==> src/rtl/ternary_trit_deserializer_pkg.sv <==
// Shared trit encoding, FSM state type and width helper for the ternary datapath blocks.
package ternary_pkg;

  typedef logic [1:0] trit_t;

  localparam trit_t TRIT_0   = 2'b00;
  localparam trit_t TRIT_1   = 2'b01;
  localparam trit_t TRIT_2   = 2'b10;
  localparam trit_t TRIT_INV = 2'b11;

  typedef enum logic [0:0] {
    COLLECT = 1'b0,
    HOLD    = 1'b1
  } state_t;

  // Smallest w with 2^w >= 3^n, i.e. enough bits for the largest n-trit value 3^n-1.
  function automatic int unsigned trit_width(input int unsigned n);
    longint unsigned p;
    int unsigned     w;
    p = 64'd1;
    for (int unsigned i = 0; i < n; i++) begin
      p = p * 64'd3;
    end
    w = 0;
    while (w < 64 && (64'd1 << w) < p) begin
      w++;
    end
    return w;
  endfunction

endpackage

==> src/rtl/ternary_trit_deserializer_if.sv <==
// Trit input and word output handshakes of the ternary deserializer.
interface ternary_trit_deserializer_if #(
  parameter int unsigned W = 8
);
  import ternary_pkg::*;

  logic           in_valid;
  logic           in_ready;
  trit_t          in_trit;
  logic           out_valid;
  logic           out_ready;
  logic [W-1:0]   out_value;
  logic           out_err;

  modport master (
    output in_valid, in_trit, out_ready,
    input  in_ready, out_valid, out_value, out_err
  );

  modport slave (
    input  in_valid, in_trit, out_ready,
    output in_ready, out_valid, out_value, out_err
  );

endinterface

==> src/rtl/ternary_trit_deserializer_decode.sv <==
// Combinational trit decoder: 2-bit code to digit 0..2, invalid code reads as digit 0.
module ternary_trit_decode
  import ternary_pkg::*;
(
  input  trit_t      trit,
  output logic [1:0] digit,
  output logic       invalid
);

  always_comb begin
    digit   = 2'd0;
    invalid = 1'b0;
    case (trit)
      TRIT_0:   digit = 2'd0;
      TRIT_1:   digit = 2'd1;
      TRIT_2:   digit = 2'd2;
      default:  invalid = 1'b1;
    endcase
  end

endmodule

==> src/rtl/ternary_trit_deserializer.sv <==
// Serial MSB-first trit stream to unsigned binary word, valid/ready on both sides.
// Optional TERNARY_DESER_OVERLAP_EN lets the first trit of the next word enter during the output handshake.
module ternary_trit_deserializer
  import ternary_pkg::*;
#(
  parameter int unsigned TRITS = 5,
  parameter int unsigned W     = 8
)(
  input logic                      clk,
  input logic                      rst,
  ternary_trit_deserializer_if.slave bus
);

  localparam int unsigned CW = (TRITS > 1) ? $clog2(TRITS) : 1;

  if (TRITS < 1) begin : g_trits_check
    $error("ternary_trit_deserializer: TRITS must be >= 1");
  end
  if (W < trit_width(TRITS)) begin : g_width_check
    $error("ternary_trit_deserializer: W too small for 3^TRITS-1");
  end

  state_t          state;
  logic [W-1:0]    acc;
  logic [CW-1:0]   cnt;
  logic            err;
  logic [W-1:0]    out_value_r;
  logic            out_err_r;

  logic [1:0]      digit;
  logic            invalid;
  logic            in_ready;
  logic            accept;
  logic            out_fire;
  logic [W-1:0]    base_acc;
  logic [CW-1:0]   base_cnt;
  logic            base_err;
  logic [W-1:0]    acc_step;
  logic            err_step;
  logic            last;

  ternary_trit_decode u_decode (
    .trit    (bus.in_trit),
    .digit   (digit),
    .invalid (invalid)
  );

  always_comb begin
`ifdef TERNARY_DESER_OVERLAP_EN
    in_ready = (state == COLLECT) || bus.out_ready;
`else
    in_ready = (state == COLLECT);
`endif
    out_fire = (state == HOLD) && bus.out_ready;
    accept   = bus.in_valid && in_ready;
    // A trit taken during the output handshake starts from an empty word.
    base_acc = out_fire ? '0   : acc;
    base_cnt = out_fire ? '0   : cnt;
    base_err = out_fire ? 1'b0 : err;
    acc_step = (base_acc << 1) + base_acc + W'(digit);
    err_step = base_err | invalid;
    last     = (base_cnt == CW'(TRITS - 1));
  end

  always_ff @(posedge clk or posedge rst) begin
    if (rst) begin
      state       <= COLLECT;
      acc         <= '0;
      cnt         <= '0;
      err         <= 1'b0;
      out_value_r <= '0;
      out_err_r   <= 1'b0;
    end else begin
      if (out_fire) begin
        state <= COLLECT;
        acc   <= '0;
        cnt   <= '0;
        err   <= 1'b0;
      end
      if (accept) begin
        if (last) begin
          state       <= HOLD;
          out_value_r <= acc_step;
          out_err_r   <= err_step;
        end else begin
          acc <= acc_step;
          cnt <= base_cnt + CW'(1);
          err <= err_step;
        end
      end
    end
  end

  assign bus.in_ready  = in_ready;
  assign bus.out_valid = (state == HOLD);
  assign bus.out_value = out_value_r;
  assign bus.out_err   = out_err_r;

endmodule

==> src/flat_wrapper.sv <==
// flat-port wrapper written by rule: the top's interface ports become plain ports
module ternary_trit_deserializer_flat import ternary_pkg::*;
#(
  parameter int unsigned TRITS = 5,
  parameter int unsigned W     = 8
)
  (clk, rst, bus_in_valid, bus_in_trit, bus_out_ready, bus_in_ready, bus_out_valid, bus_out_value, bus_out_err);
  ternary_trit_deserializer_if #(.W(W)) bus_i ();
  input logic clk;
  input logic rst;
  input wire logic [$bits(bus_i.in_valid)-1:0] bus_in_valid;
  input wire logic [$bits(bus_i.in_trit)-1:0] bus_in_trit;
  input wire logic [$bits(bus_i.out_ready)-1:0] bus_out_ready;
  output wire logic [$bits(bus_i.in_ready)-1:0] bus_in_ready;
  output wire logic [$bits(bus_i.out_valid)-1:0] bus_out_valid;
  output wire logic [$bits(bus_i.out_value)-1:0] bus_out_value;
  output wire logic [$bits(bus_i.out_err)-1:0] bus_out_err;
  assign bus_i.in_valid = bus_in_valid;
  assign bus_i.in_trit = bus_in_trit;
  assign bus_i.out_ready = bus_out_ready;
  assign bus_in_ready = bus_i.in_ready;
  assign bus_out_valid = bus_i.out_valid;
  assign bus_out_value = bus_i.out_value;
  assign bus_out_err = bus_i.out_err;
  ternary_trit_deserializer #(.TRITS(TRITS), .W(W)) u_core (.clk(clk), .rst(rst), .bus(bus_i));
endmodule
==> config.mk <==
export PLATFORM = sky130hd
export DESIGN_NAME = ternary_trit_deserializer_flat
export DESIGN_NICKNAME = d
export VERILOG_FILES = /design/src/rtl/ternary_trit_deserializer_pkg.sv /design/src/rtl/ternary_trit_deserializer_if.sv /design/src/rtl/ternary_trit_deserializer_decode.sv /design/src/rtl/ternary_trit_deserializer.sv /design/src/flat_wrapper.sv
export SDC_FILE = /design/constraint.sdc
export NUM_CORES = 1
export LEC_CHECK = 0
export CAP_MARGIN = 20
export CORE_MARGIN = 2
export CORE_UTILIZATION = 54
export CTS_BUF_LIST = sky130_fd_sc_hd__clkbuf_16
export CTS_CLUSTER_DIAMETER = 40
export DETAILED_ROUTE_END_ITERATION = 7
export GPL_ROUTABILITY_DRIVEN = 1
export PLACE_DENSITY = 0.88
export SLEW_MARGIN = 20
export SYNTH_ARGS = -nofsm -noshare
export SYNTH_HDL_FRONTEND = slang
export SYNTH_SLANG_ARGS = --single-unit
==> constraint.sdc <==
create_clock -name clk -period 3.2 [get_ports clk]
set_input_delay 0.32 -clock clk [delete_from_list [all_inputs] [get_ports clk]]
set_output_delay 0.32 -clock clk [all_outputs]
set_load 0.01 [all_outputs]
### Word level (Yosys, flattened, before mapping)

Index checks and enable logic that the tools add are counted.

| cells by class | value |
|---|---|
| add/subtract/negate cells | 3 |
| multiply operators | 0 |
| div/mod/pow operators | 0 |
| magnitude comparators | 0 |
| equal/unequal tests | 3 |
| shift operators | 0 |
| mux-type cells | 14 |
| bitwise operators | 2 |
| reductions and logical operators | 5 |

Operators by type and width:

| operator | number |
|---|---|
| $mux 8 | 3 |
| $mux 3 | 3 |
| $add 8x2->8 | 1 |
| $add 8x8->8 | 1 |
| $mux 1 | 7 |
| $pmux 2 s2 | 1 |
| $add 3x1->3 const B | 1 |
| $eq 3x3->1 const B | 1 |
| $reduce_or 3->1 | 1 |
| $eq 2x1->1 const B | 1 |
| $eq 2x2->1 const B | 1 |
| $logic_and 1x1->1 | 2 |
| $logic_not 2->1 | 1 |
| $reduce_and 2->1 | 1 |
| $not 1->1 | 1 |
| $or 1x1->1 | 1 |

| storage, ports and cells | value |
|---|---|
| register bits | 22 |
| latch bits | 0 |
| memory bits (writable) | 0 |
| ROM bits | 0 |
| input port bits | 6 |
| output and inout port bits | 11 |
| word-level logic and storage cells | 33 |
| memories | 0 |

### Logic depth before layout (Yosys ltp)

Gate-level depths: netlist (run 1).

| logic depth | value |
|---|---|
| depth after elaboration | 6 |
| mapped depth | 10 |
| mapped depth without buffers | 10 |

### Modules after synthesis

From an unflattened synthesis (run 1), not the netlist that was laid out.

| second synthesis, totals | value |
|---|---|
| cells, all modules | 130 |
| area total of the unflattened synthesis | 1322.5 um^2 |

By module, submodules not included:

| module | times used | cells an instance | area each (um^2) | seq. area each (um^2) |
|---|---|---|---|---|
| ternary_trit_deserializer | 1 | 127 | 1300.0 | 550.5 |
| ternary_trit_decode | 1 | 3 | 22.5 | 0.0 |

### Worst setup path after synthesis (run 1)

No wires, ideal clock.

| timing | value |
|---|---|
| path kind | register -> register |
| from | reg u_core.state (netlist: u_core.bus.out_valid) |
| to | reg u_core.acc[7] |
| library setup time | 0.069 ns |
| arrival | 2.582 ns |
| data required time | 3.131 ns |
| path slack | 0.549 ns |
| stages on the path, launching flop included | 11 |
| path buffers | 1 |
| period minus slack after synthesis | 2.651 ns |
| cell sequence | dfrtp_1 > nand2_1 > clkbuf_1 > and2_1 > ha_1 > inv_1 > fa_1 > and2b_1 > o2111ai_2 > a2111o_1 > nand3_1 |

| between the ends | value |
|---|---|
| word-level cells in the longest chain between the ends | 6 |
| elaborated cells on any way between the ends | 10 |
| those cells by class | 2 x add/sub; 1 x eq/ne; 4 x mux; 1 x bitwise; 2 x reduce/logical |

Ends and longest elaborated chain:

| element | RTL line | text |
|---|---|---|
| from (decl) | ternary_trit_deserializer.sv:23 | `state_t state;` |
| from (signal assigned) | ternary_trit_deserializer.sv:67 | `state <= COLLECT;` |
| from (signal assigned) | ternary_trit_deserializer.sv:75 | `state <= COLLECT;` |
| from (signal assigned) | ternary_trit_deserializer.sv:82 | `state <= HOLD;` |
| $logic_and 1x1->1 | ternary_trit_deserializer.sv:54 | `out_fire = (state == HOLD) && bus.out_ready;` |
| $mux 8 | ternary_trit_deserializer.sv:57, ternary_trit_deserializer.sv:74 |  |
| $add 8x8->8 | ternary_trit_deserializer.sv:60 | `acc_step = (base_acc << 1) + base_acc + W'(digit);` |
| $add 8x2->8 | ternary_trit_deserializer.sv:60 |  |
| $mux 8 | ternary_trit_deserializer.sv:81 | `if (last) begin` |
| $mux 8 (*) | ternary_trit_deserializer.sv:80 | `if (accept) begin` |
| to (signal assigned) | ternary_trit_deserializer.sv:86 | `acc <= acc_step;` |
| to (decl) | ternary_trit_deserializer.sv:24 | `logic [W-1:0] acc;` |

Mark *: on every way between the ends. The rest lies on a longest branch, timed or not.
A chain may end at the register's enable or synchronous reset.

### Worst setup path after layout (run 1)

| timing | value |
|---|---|
| from | in bus_out_ready |
| to | reg u_core.out_value_r[7] (netlist: u_core.bus.out_value[7]) |

| between the ends | value |
|---|---|
| word-level cells in the longest chain between the ends | 4 |
| elaborated cells on any way between the ends | 7 |
| those cells by class | 2 x add/sub; 1 x eq/ne; 2 x mux; 2 x reduce/logical |

Ends and longest elaborated chain:

| element | RTL line | text |
|---|---|---|
| from (decl) | flat_wrapper.sv:13 | `input wire logic [$bits(bus_i.out_ready)-1:0] bus_out_ready;` |
| $logic_and 1x1->1 (*) | ternary_trit_deserializer.sv:54 |  |
| $mux 8 or $mux 3 (tied branches) | ternary_trit_deserializer.sv:57, ternary_trit_deserializer.sv:58 |  |
| $add 8x8->8 or $eq 3x3->1 (tied branches) | ternary_trit_deserializer.sv:60, ternary_trit_deserializer.sv:62 |  |
| $add 8x2->8 or $reduce_and 2->1 (tied branches) | - |  |
| to (signal assigned) | ternary_trit_deserializer.sv:83 | `out_value_r <= acc_step;` |
| to (decl) | ternary_trit_deserializer.sv:27 | `logic [W-1:0] out_value_r;` |

Marks and branches as above.

==> impl_metrics.toml, run 1 <==
[min_path]
hp-start = "u_core.bus.out_value[1]"
min_to = "u_core.bus.out_value[1]"
hold_path_depth = 2
hold_path.class = "register to register"

[clock_tree]
htree_num_levels = 1
cts.clk_slew.worst_paths_ps = 60
numCtsBuffers = 3
cts_hold_buffers = 0
cts-resized-gates = 0
clockBufferDepth = 2
post_cts_buffers = 0
clk_latency_ps = 250
cts_tree = "built"
numClockSinks = 22
root_buffer = "clkbuf_16"

[routing]
num_vias = 1139
drtIter0Drc = 26
route.detailed.drc = 0
routedWlPerCell_um = 16.0
drt-total-wl_mm = 3.05
drt-pass1-iter-count = 4
ant_nets = 0
viasPerCell = 5.99

[setup_path]
worst-path-buf-inv = 2
cp_cell_sequence = "clkdlybuf4s50_1, nand2_1, and2_1, ha_1, inv_1, fa_1, and2b_1, o2111ai_2, a2111o_1, nand3_1"
cp_slowest_cell = "clkdlybuf4s50_1"
endpoint_kind = "register"
crit_cells = 10
max_stage_delay_ps = 520
reg2reg_depth = 9
r2r_end = "u_core.bus.out_value[7]"
critPathKind = "input port to register"
cp.required_ps = 3390
crit_arrival_ps = 3090
startpoint_type = "input port"
regToRegSetupSlack_ps = 370
crit_family = "adder cells"
reg2reg_from = "u_core.bus.out_valid"
cp_max_fo = 8

[yosys]
ys_warn_count = 0
netlist_top_cells_area = "dfrtp_1 40%, ha_1 14%, nand2_1 6.3%"
synth_nets = 164
syn_area_per_cell_um2 = 9.69
synth-seq-cells = 22
synth_top_area_share_pct = 40.0
synth.distinct_cells = 35
syn_inst = 142
syn-cell-area_um2 = 1380
yosys.area.top_type = "dfrtp_1"
synth.yosys.seq_area_share_pct = 40.0

[finish]
fin_nets = 183
antenna_cells = 0
area_delta_synth_final_pct = 19.5
layout_common_cells = "23 x nand2_1, 22 x dfrtp_1, 16 x clkdlybuf4s50_1"
drive_above_1_share_pct = 6.25
final_cells = 190
fillers = 204
final_common_cell = "nand2_1"

[pwr]
leakage_uw = 0.000787
powerDensity_nw_per_um2 = 1170
ir_worst_vdd_mv = 0.735
power_uw = 1930

[sta]
relSlewSlack_pct = 42.9
drv_slew = 0
hold_slack_ps = 475
final.period_utilization_pct = 90.5
skew_ps = 1.35
hold_viol = 0
period_minus_slack_ps = 2900
max_freq_mhz = 345
fin_tns_setup_ps = 0
worstMarginPinSlew_ps = 856
rsz0062_at_grt = "false"
layout_setup_ws_ps = 304
setup_viol_count_final = 0

[placed_design]
globalplace.congestion = 0.869
dpl_worst_slack_ps = 66.7
dp_hpwl_mm = 2.26
dp.cells = 186
port_buffers = 16

[run_status]
status = "finished clean"

[die]
start_util_pct = 56.1
boundaryPins = 17
fp.dieW_um = 54.5
num_rows = 18
fp.dieH_um = 54.5
fp.coreArea_um2 = 2450
dieArea_um2 = 2970

[job]
maxCapViolations = 0

[global_routing]
grt_max_degree = 23
grt_pass1_wl_mm = 5.15
grt_pass1_vias = 1131
grtUsageTotal_pct = 24.2
overflow = 0
antenna_found_initial = 0
## stage by stage
step	utilization [%]	cell area, um^2
finish	67.0	1650
global route	67.0	1650
CTS	67.0	1650
detailed placement	63.8	1570
global placement	63.8	1570
floorplan	-	1380
## routing by layer
layer | vias up | part of all wire, % | global-route usage, %
met3 | 5 | 3.8 | 3.28
met5 | - | 0 | 0
met2 | 29 | 50 | 42.8
met4 | 0 | 1.2 | 7.92
met1 | 562 | 45 | 30.4
li1 | 543 | - | -
## how the worst max path moves through the flow
stage	startpoint	end	slack [ps]
2_1_floorplan	u_core.bus.out_valid	u_core.acc[7]	550
5_1_grt	bus_out_ready	u_core.bus.out_value[7]	170
3_5_place_dp	bus_out_ready	u_core.bus.out_value[7]	70
6_report	bus_out_ready	u_core.bus.out_value[7]	300
4_1_cts	bus_out_ready	u_core.bus.out_value[7]	340
3_3_place_gp	bus_out_ready	u_core.bus.out_value[7]	220
## flip-flops by register name (all words and copies together) (netlist names)
signal	cells
u_core.acc	8
u_core.bus.out_valid	1
u_core.bus.out_value	8
u_core.bus.out_err	1
u_core.err	1
u_core.cnt	3
## power by group
group          internal [uW]  total, uW  switching, uW
Clock                    167        265           98.2
Sequential               415        496           81.7
Combinational            517       1160            647
## worst reg2reg max path, stage by stage, from the launching register on
cell and delay, ps:
dfrtp_1 480, nand2_1 220, and2_1 250, ha_1 320, inv_1 70, fa_1 450
and2b_1 250, o2111ai_2 170, a2111o_1 460, nand3_1 90
## cell families (layout without fill, tap and decap cells)
| kind of cell | after synthesis | after routing | synth area share [%] |
|---|---|---|---|
| AOI/OAI and AO/OA | 33 | 33 | 17.4 |
| and+or+nand+nor | 54 | 54 | 19.7 |
| adders and majority gates | 16 | 16 | 15.1 |
| buffers and inverters | 10 | 28 | 3.00 |
| xor gates and xnor gates | 5 | 5 | 3.18 |
| muxes | 2 | 2 | 1.64 |
| DFF | 22 | 22 | 40.0 |
## cell usage after synthesis, drive strengths merged
library cell and instances:
nand2b 2, o31ai 2, and2b 1, clkbuf 2, and2 9, nand4 3
xor2 2, nor2 3, a2111o 2, a21oi 4, a22oi 1, ha 15
o21ai 8, a211o 2, o21a 3, fa 1, a32o 1, a22o 1
xnor2 3, mux2 2, a21o 4, buf 1, nand3 6, nand2 24
o22ai 1, o2111ai 3, nor2b 4, inv 7, a31oi 1, nor3 2
dfrtp 22
## layout make-up
cell class,instances,area (um^2),area share [%]
Tap cell,30,37.5,2.28
Timing Repair Buffer,17,168,10.2
Clock inverter,1,3.75,0.228
Clock buffer,3,75.1,4.56
Inverter,7,26.3,1.60
Sequential cell,22,551,33.5
Multi-Input combinational cell,110,785,47.7
Note: power is estimated with default switching activity, not from simulation.
==> run 2: changes to the inputs <==
Settings changed: RECOVER_POWER set to 100, SLEW_MARGIN 20 to 10.
==> run 2 against run 1 <==
Compared with the run above: via count fell by 2.5%; maximum frequency shrank 2.1%; register-to-register slack about the same; utilization is 0.46 points lower; worst setup slack worse by 61 ps; critical path depth did not move; total power fell by 1.9%; first-iteration DRC count up 12%; non-clock buffer count unchanged; cell area down 0.68%; combinational power about the same; clock skew is 1.2 ps higher; critical endpoint unchanged; largest power group unchanged.
==> impl_metrics.toml, run 2 (same netlist as run 1, synthesis figures left out) <==
[pwr]
leakage_uw = 0.000797
sw_frac_of_total_pct = 43.3
seqPwrFrac_pct = 26.0
powerDensity_nw_per_um2 = 1160
p_clk_share_pct = 14.0
switchingPower_uw = 819
combPwrFrac_pct = 60.0
ir_worst_vdd_mv = 0.737
p_int_uw = 1070

[sta]
final.period_utilization_pct = 92.4
fin_tns_setup_ps = 0
skew_ps = 2.50
period_minus_slack_ps = 2960
layout_setup_ws_ps = 243
drv_slew = 0
rsz0062_at_grt = "false"
hold_viol = 0
max_freq_mhz = 338
worstMarginPinSlew_ps = 851
relSlewSlack_pct = 43.2
hold_slack_ps = 470
setup_viol_count_final = 0

[placed_design]
globalplace.congestion = 0.869
port_buffers = 16
dp_hpwl_mm = 2.26
dpl_worst_slack_ps = 66.7

[setup_path]
regToRegSetupSlack_ps = 380
critPathKind = "input port to register"
crit_arrival_ps = 3150
reg2reg_from = "u_core.bus.out_valid"
cp_slowest_cell = "dlygate4sd3_1"
crit_end = "u_core.bus.out_value[7]"
cp.required_ps = 3390
crit_start = "bus_out_ready"
endpoint_kind = "register"
max_stage_delay_ps = 590
startpoint_type = "input port"
reg2reg_depth = 9
cp_cell_sequence = "dlygate4sd3_1, nand2_1, and2_1, ha_1, inv_1, fa_1, and2b_1, o2111ai_2, a2111o_1, nand3_1"
cp_max_fo = 8
r2r_end = "u_core.bus.out_value[7]"

[global_routing]
antenna_found_initial = 0
grt_pass1_vias = 1131
grtUsageTotal_pct = 24.2
grt_pass1_wl_mm = 5.15
grt_max_degree = 23
overflow = 0

[routing]
viasPerCell = 5.85
ant_nets = 0
route.detailed.drc = 0
drtIter0Drc = 29
routedWlPerCell_um = 16.0
drt-total-wl_mm = 3.04
num_vias = 1111
drt-pass1-iter-count = 4

[clock_tree]
cts.clk_slew.worst_paths_ps = 60
clk_latency_ps = 250
cts_tree = "built"
post_cts_buffers = 0
clockBufferDepth = 2
cts-resized-gates = 0
numClockSinks = 22
root_buffer = "clkbuf_16"
numCtsBuffers = 3
cts_hold_buffers = 0
htree_num_levels = 1

[die]
fp.coreArea_um2 = 2450
fp.dieW_um = 54.5
boundaryPins = 17
dieArea_um2 = 2970
fp.dieH_um = 54.5
num_rows = 18
start_util_pct = 56.1

[job]
maxCapViolations = 0

[finish]
antenna_cells = 0
drive_above_1_share_pct = 4.38
final_common_cell = "nand2_1"
layout_common_cells = "24 x nand2_1, 22 x dfrtp_1, 15 x ha_1"
area_delta_synth_final_pct = 18.7
fin_nets = 183

[run_status]
status = "finished clean"

[min_path]
hold_path.class = "register to register"
## run 2: power groups by stage
stage	Combinational, uW	Sequential, uW	Clock [uW]
finish	1130	491	264
CTS	1170	495	267
global placement	1090	489	0
detailed placement	1150	495	0
floorplan	800	507	0
global route	1290	507	282
## run 2: layer usage
metal | track usage [%] | routed length [um]
met5 | 0 | 0
met3 | 3.28 | 103
met2 | 42.8 | 1550
met4 | 7.92 | 23
met1 | 30.4 | 1370
## run 2: how the worst min path moves through the flow
stage / from / end / slack (ps) / depth (start not counted)
floorplan: rst / u_core.acc[0] / 310 / 1
global placement: u_core.bus.out_value[0] / u_core.bus.out_value[0] / 460 / 2
detailed placement: u_core.bus.out_value[1] / u_core.bus.out_value[1] / 470 / 2
CTS: u_core.bus.out_value[1] / u_core.bus.out_value[1] / 480 / 2
global route: u_core.bus.out_value[1] / u_core.bus.out_value[1] / 510 / 2
finish: u_core.bus.out_value[1] / u_core.bus.out_value[1] / 470 / 2
## run 2: area by class of cell
cell class,instances,area [um^2]
Sequential cell,22,551
Inverter,7,26.3
Multi-Input combinational cell,110,777
Timing Repair Buffer,17,164
Tap cell,30,37.5
Clock buffer,3,75.1
Clock inverter,1,3.75
Fill cell,207,821
## run 2: through the flow
step	utilization, %	instance area [um^2]	instances	power, uW
global placement	63.8	1570	186	1580
global route	66.6	1630	190	2080
floorplan	-	1380	142	1310
detailed placement	63.8	1570	186	1650
finish	66.6	1630	190	1890
CTS	67.0	1650	190	1930
## run 2: worst max-delay path, delay by kind of cell
family          cells  cell delay [ps]
simple gates        4              780
fa+ha+maj           2              770
compound gates      2              630
buf+inv             2              660
==> run 3: changes to the inputs <==
Clock period 3.2 ns to 3.1 ns, I/O delays scaled along.
==> run 3 against run 2 <==
Compared with the run above: sequential power increased by 4%; first-iteration DRC count decreased by 17%; largest cell class unchanged; clock skew decreased by 1.4 ps; utilization increased by 0.31 points; die area unchanged; clock power increased by 5%; cell area increased by 0.46%; clock-buffer cell count unchanged; register-to-register slack got worse by 20 ps; sequential share of layout area decreased by 0.15 points.
==> impl_metrics.toml, run 3 (same netlist as run 1, synthesis figures left out) <==
[sta]
layout_setup_ws_ps = 238
hold_viol = 0
worstMarginPinSlew_ps = 858
fin_tns_setup_ps = 0
setup_viol_count_final = 0
max_freq_mhz = 349
drv_slew = 0
final.period_utilization_pct = 92.3
relSlewSlack_pct = 42.8
skew_ps = 1.14
period_minus_slack_ps = 2860
rsz0062_at_grt = "false"

[setup_path]
worst-path-buf-inv = 2
crit_family = "adder cells"
cp_max_fo = 5
startpoint_type = "input port"
reg2reg_from = "u_core.bus.out_valid"
cp.required_ps = 3290
crit_start = "bus_out_ready"
crit_end = "u_core.acc[7]"
cp_cell_sequence = "dlygate4sd3_1, nand2_1, and2_1, ha_1, inv_1, fa_1, and2b_1, o2111ai_2, a2111o_1, nand3_1"
max_stage_delay_ps = 590
endpoint_kind = "register"
regToRegSetupSlack_ps = 360
crit_cells = 10
crit_arrival_ps = 3050
cp_slowest_cell = "dlygate4sd3_1"
reg2reg_depth = 9
critPathKind = "input port to register"
r2r_end = "u_core.acc[7]"

[routing]
drtIter0Drc = 24
route.detailed.drc = 0
ant_nets = 0
drt-total-wl_mm = 3.13
num_vias = 1122
viasPerCell = 5.87
routedWlPerCell_um = 16.4
drt-pass1-iter-count = 4

[finish]
fillers = 195
design_area_um2 = 1640
final_common_cell = "nand2_1"
fin_nets = 184
antenna_cells = 0
final_cells = 191
drive_above_1_share_pct = 4.97
area_delta_synth_final_pct = 19.3
layout_common_cells = "24 x nand2_1, 22 x dfrtp_1, 15 x ha_1"

[job]
maxCapViolations = 0

[global_routing]
grt_pass1_vias = 1157
grt_max_degree = 23
grt_pass1_wl_mm = 5.23
overflow = 0
antenna_found_initial = 0
grtUsageTotal_pct = 25.3

[die]
dieArea_um2 = 2970
start_util_pct = 56.1
fp.coreArea_um2 = 2450
boundaryPins = 17
num_rows = 18
fp.dieH_um = 54.5
fp.dieW_um = 54.5

[pwr]
powerDensity_nw_per_um2 = 1200
leakage_uw = 0.000802
ir_worst_vdd_mv = 0.733
power_uw = 1970

[clock_tree]
htree_num_levels = 1
cts_tree = "built"
cts.clk_slew.worst_paths_ps = 60
clk_latency_ps = 260
cts_hold_buffers = 0
post_cts_buffers = 0
numCtsBuffers = 3
root_buffer = "clkbuf_16"
cts-resized-gates = 0
clockBufferDepth = 2
numClockSinks = 22

[placed_design]
port_buffers = 16
dpl_worst_slack_ps = 65.7
globalplace.congestion = 0.886
dp.cells = 187
dp_hpwl_mm = 2.34
postPlaceCellArea_um2 = 1570

[run_status]
status = "finished clean"

[min_path]
hold_path.class = "register to register"
==> run 3: routing by layer <==
layer | GRT usage (%) | share of wire (%) | vias to the layer above | wire [um]
met5 | 0 | 0 | - | 0
met2 | 44.8 | 51 | 32 | 1590
li1 | - | - | 543 | -
met1 | 29.6 | 43 | 538 | 1330
met4 | 12.5 | 2.6 | 0 | 82
met3 | 3.83 | 3.8 | 9 | 120
==> run 3: tightest hold or removal path: stages, from the launching register on <==
cell     delay (ps)
dfrtp_1         330
nand2_1          50
nand2_1          50
==> run 3: worst min path at each step <==
stage                                 start                      end  slack, ps  cells after the start
detailed placement  u_core.bus.out_value[0]  u_core.bus.out_value[0]        460                      2
CTS                 u_core.bus.out_value[0]  u_core.bus.out_value[0]        480                      2
global route        u_core.bus.out_value[2]  u_core.bus.out_value[2]        500                      2
floorplan                               rst            u_core.acc[0]        300                      1
finish              u_core.bus.out_value[0]  u_core.bus.out_value[0]        470                      2
global placement    u_core.bus.out_value[0]  u_core.bus.out_value[0]        460                      2
==> run 3: power by group <==
part	total (uW)	internal, uW	leakage [uW]	switching (uW)
Clock	276	172	0.0000385	104
Sequential	509	428	0.000273	80.9
Combinational	1190	508	0.000490	682
==> run 3: cell type report <==
class,count,area (um^2),share of cell area [%]
Multi-Input combinational cell,110,777,47.3
Sequential cell,22,551,33.5
Timing Repair Buffer,18,171,10.4
Clock buffer,3,75.1,4.57
Tap cell,30,37.5,2.29
Inverter,7,26.3,1.60
Clock inverter,1,3.75,0.229
==> run 3: per-stage QoR <==
step                      hold slack (ps)  utilization, %
after global placement                458            64.1
after floorplan                       299               -
final                                 466            66.9
after CTS                             477            67.3
after global routing                  497            66.9
after detailed placement              462            64.1
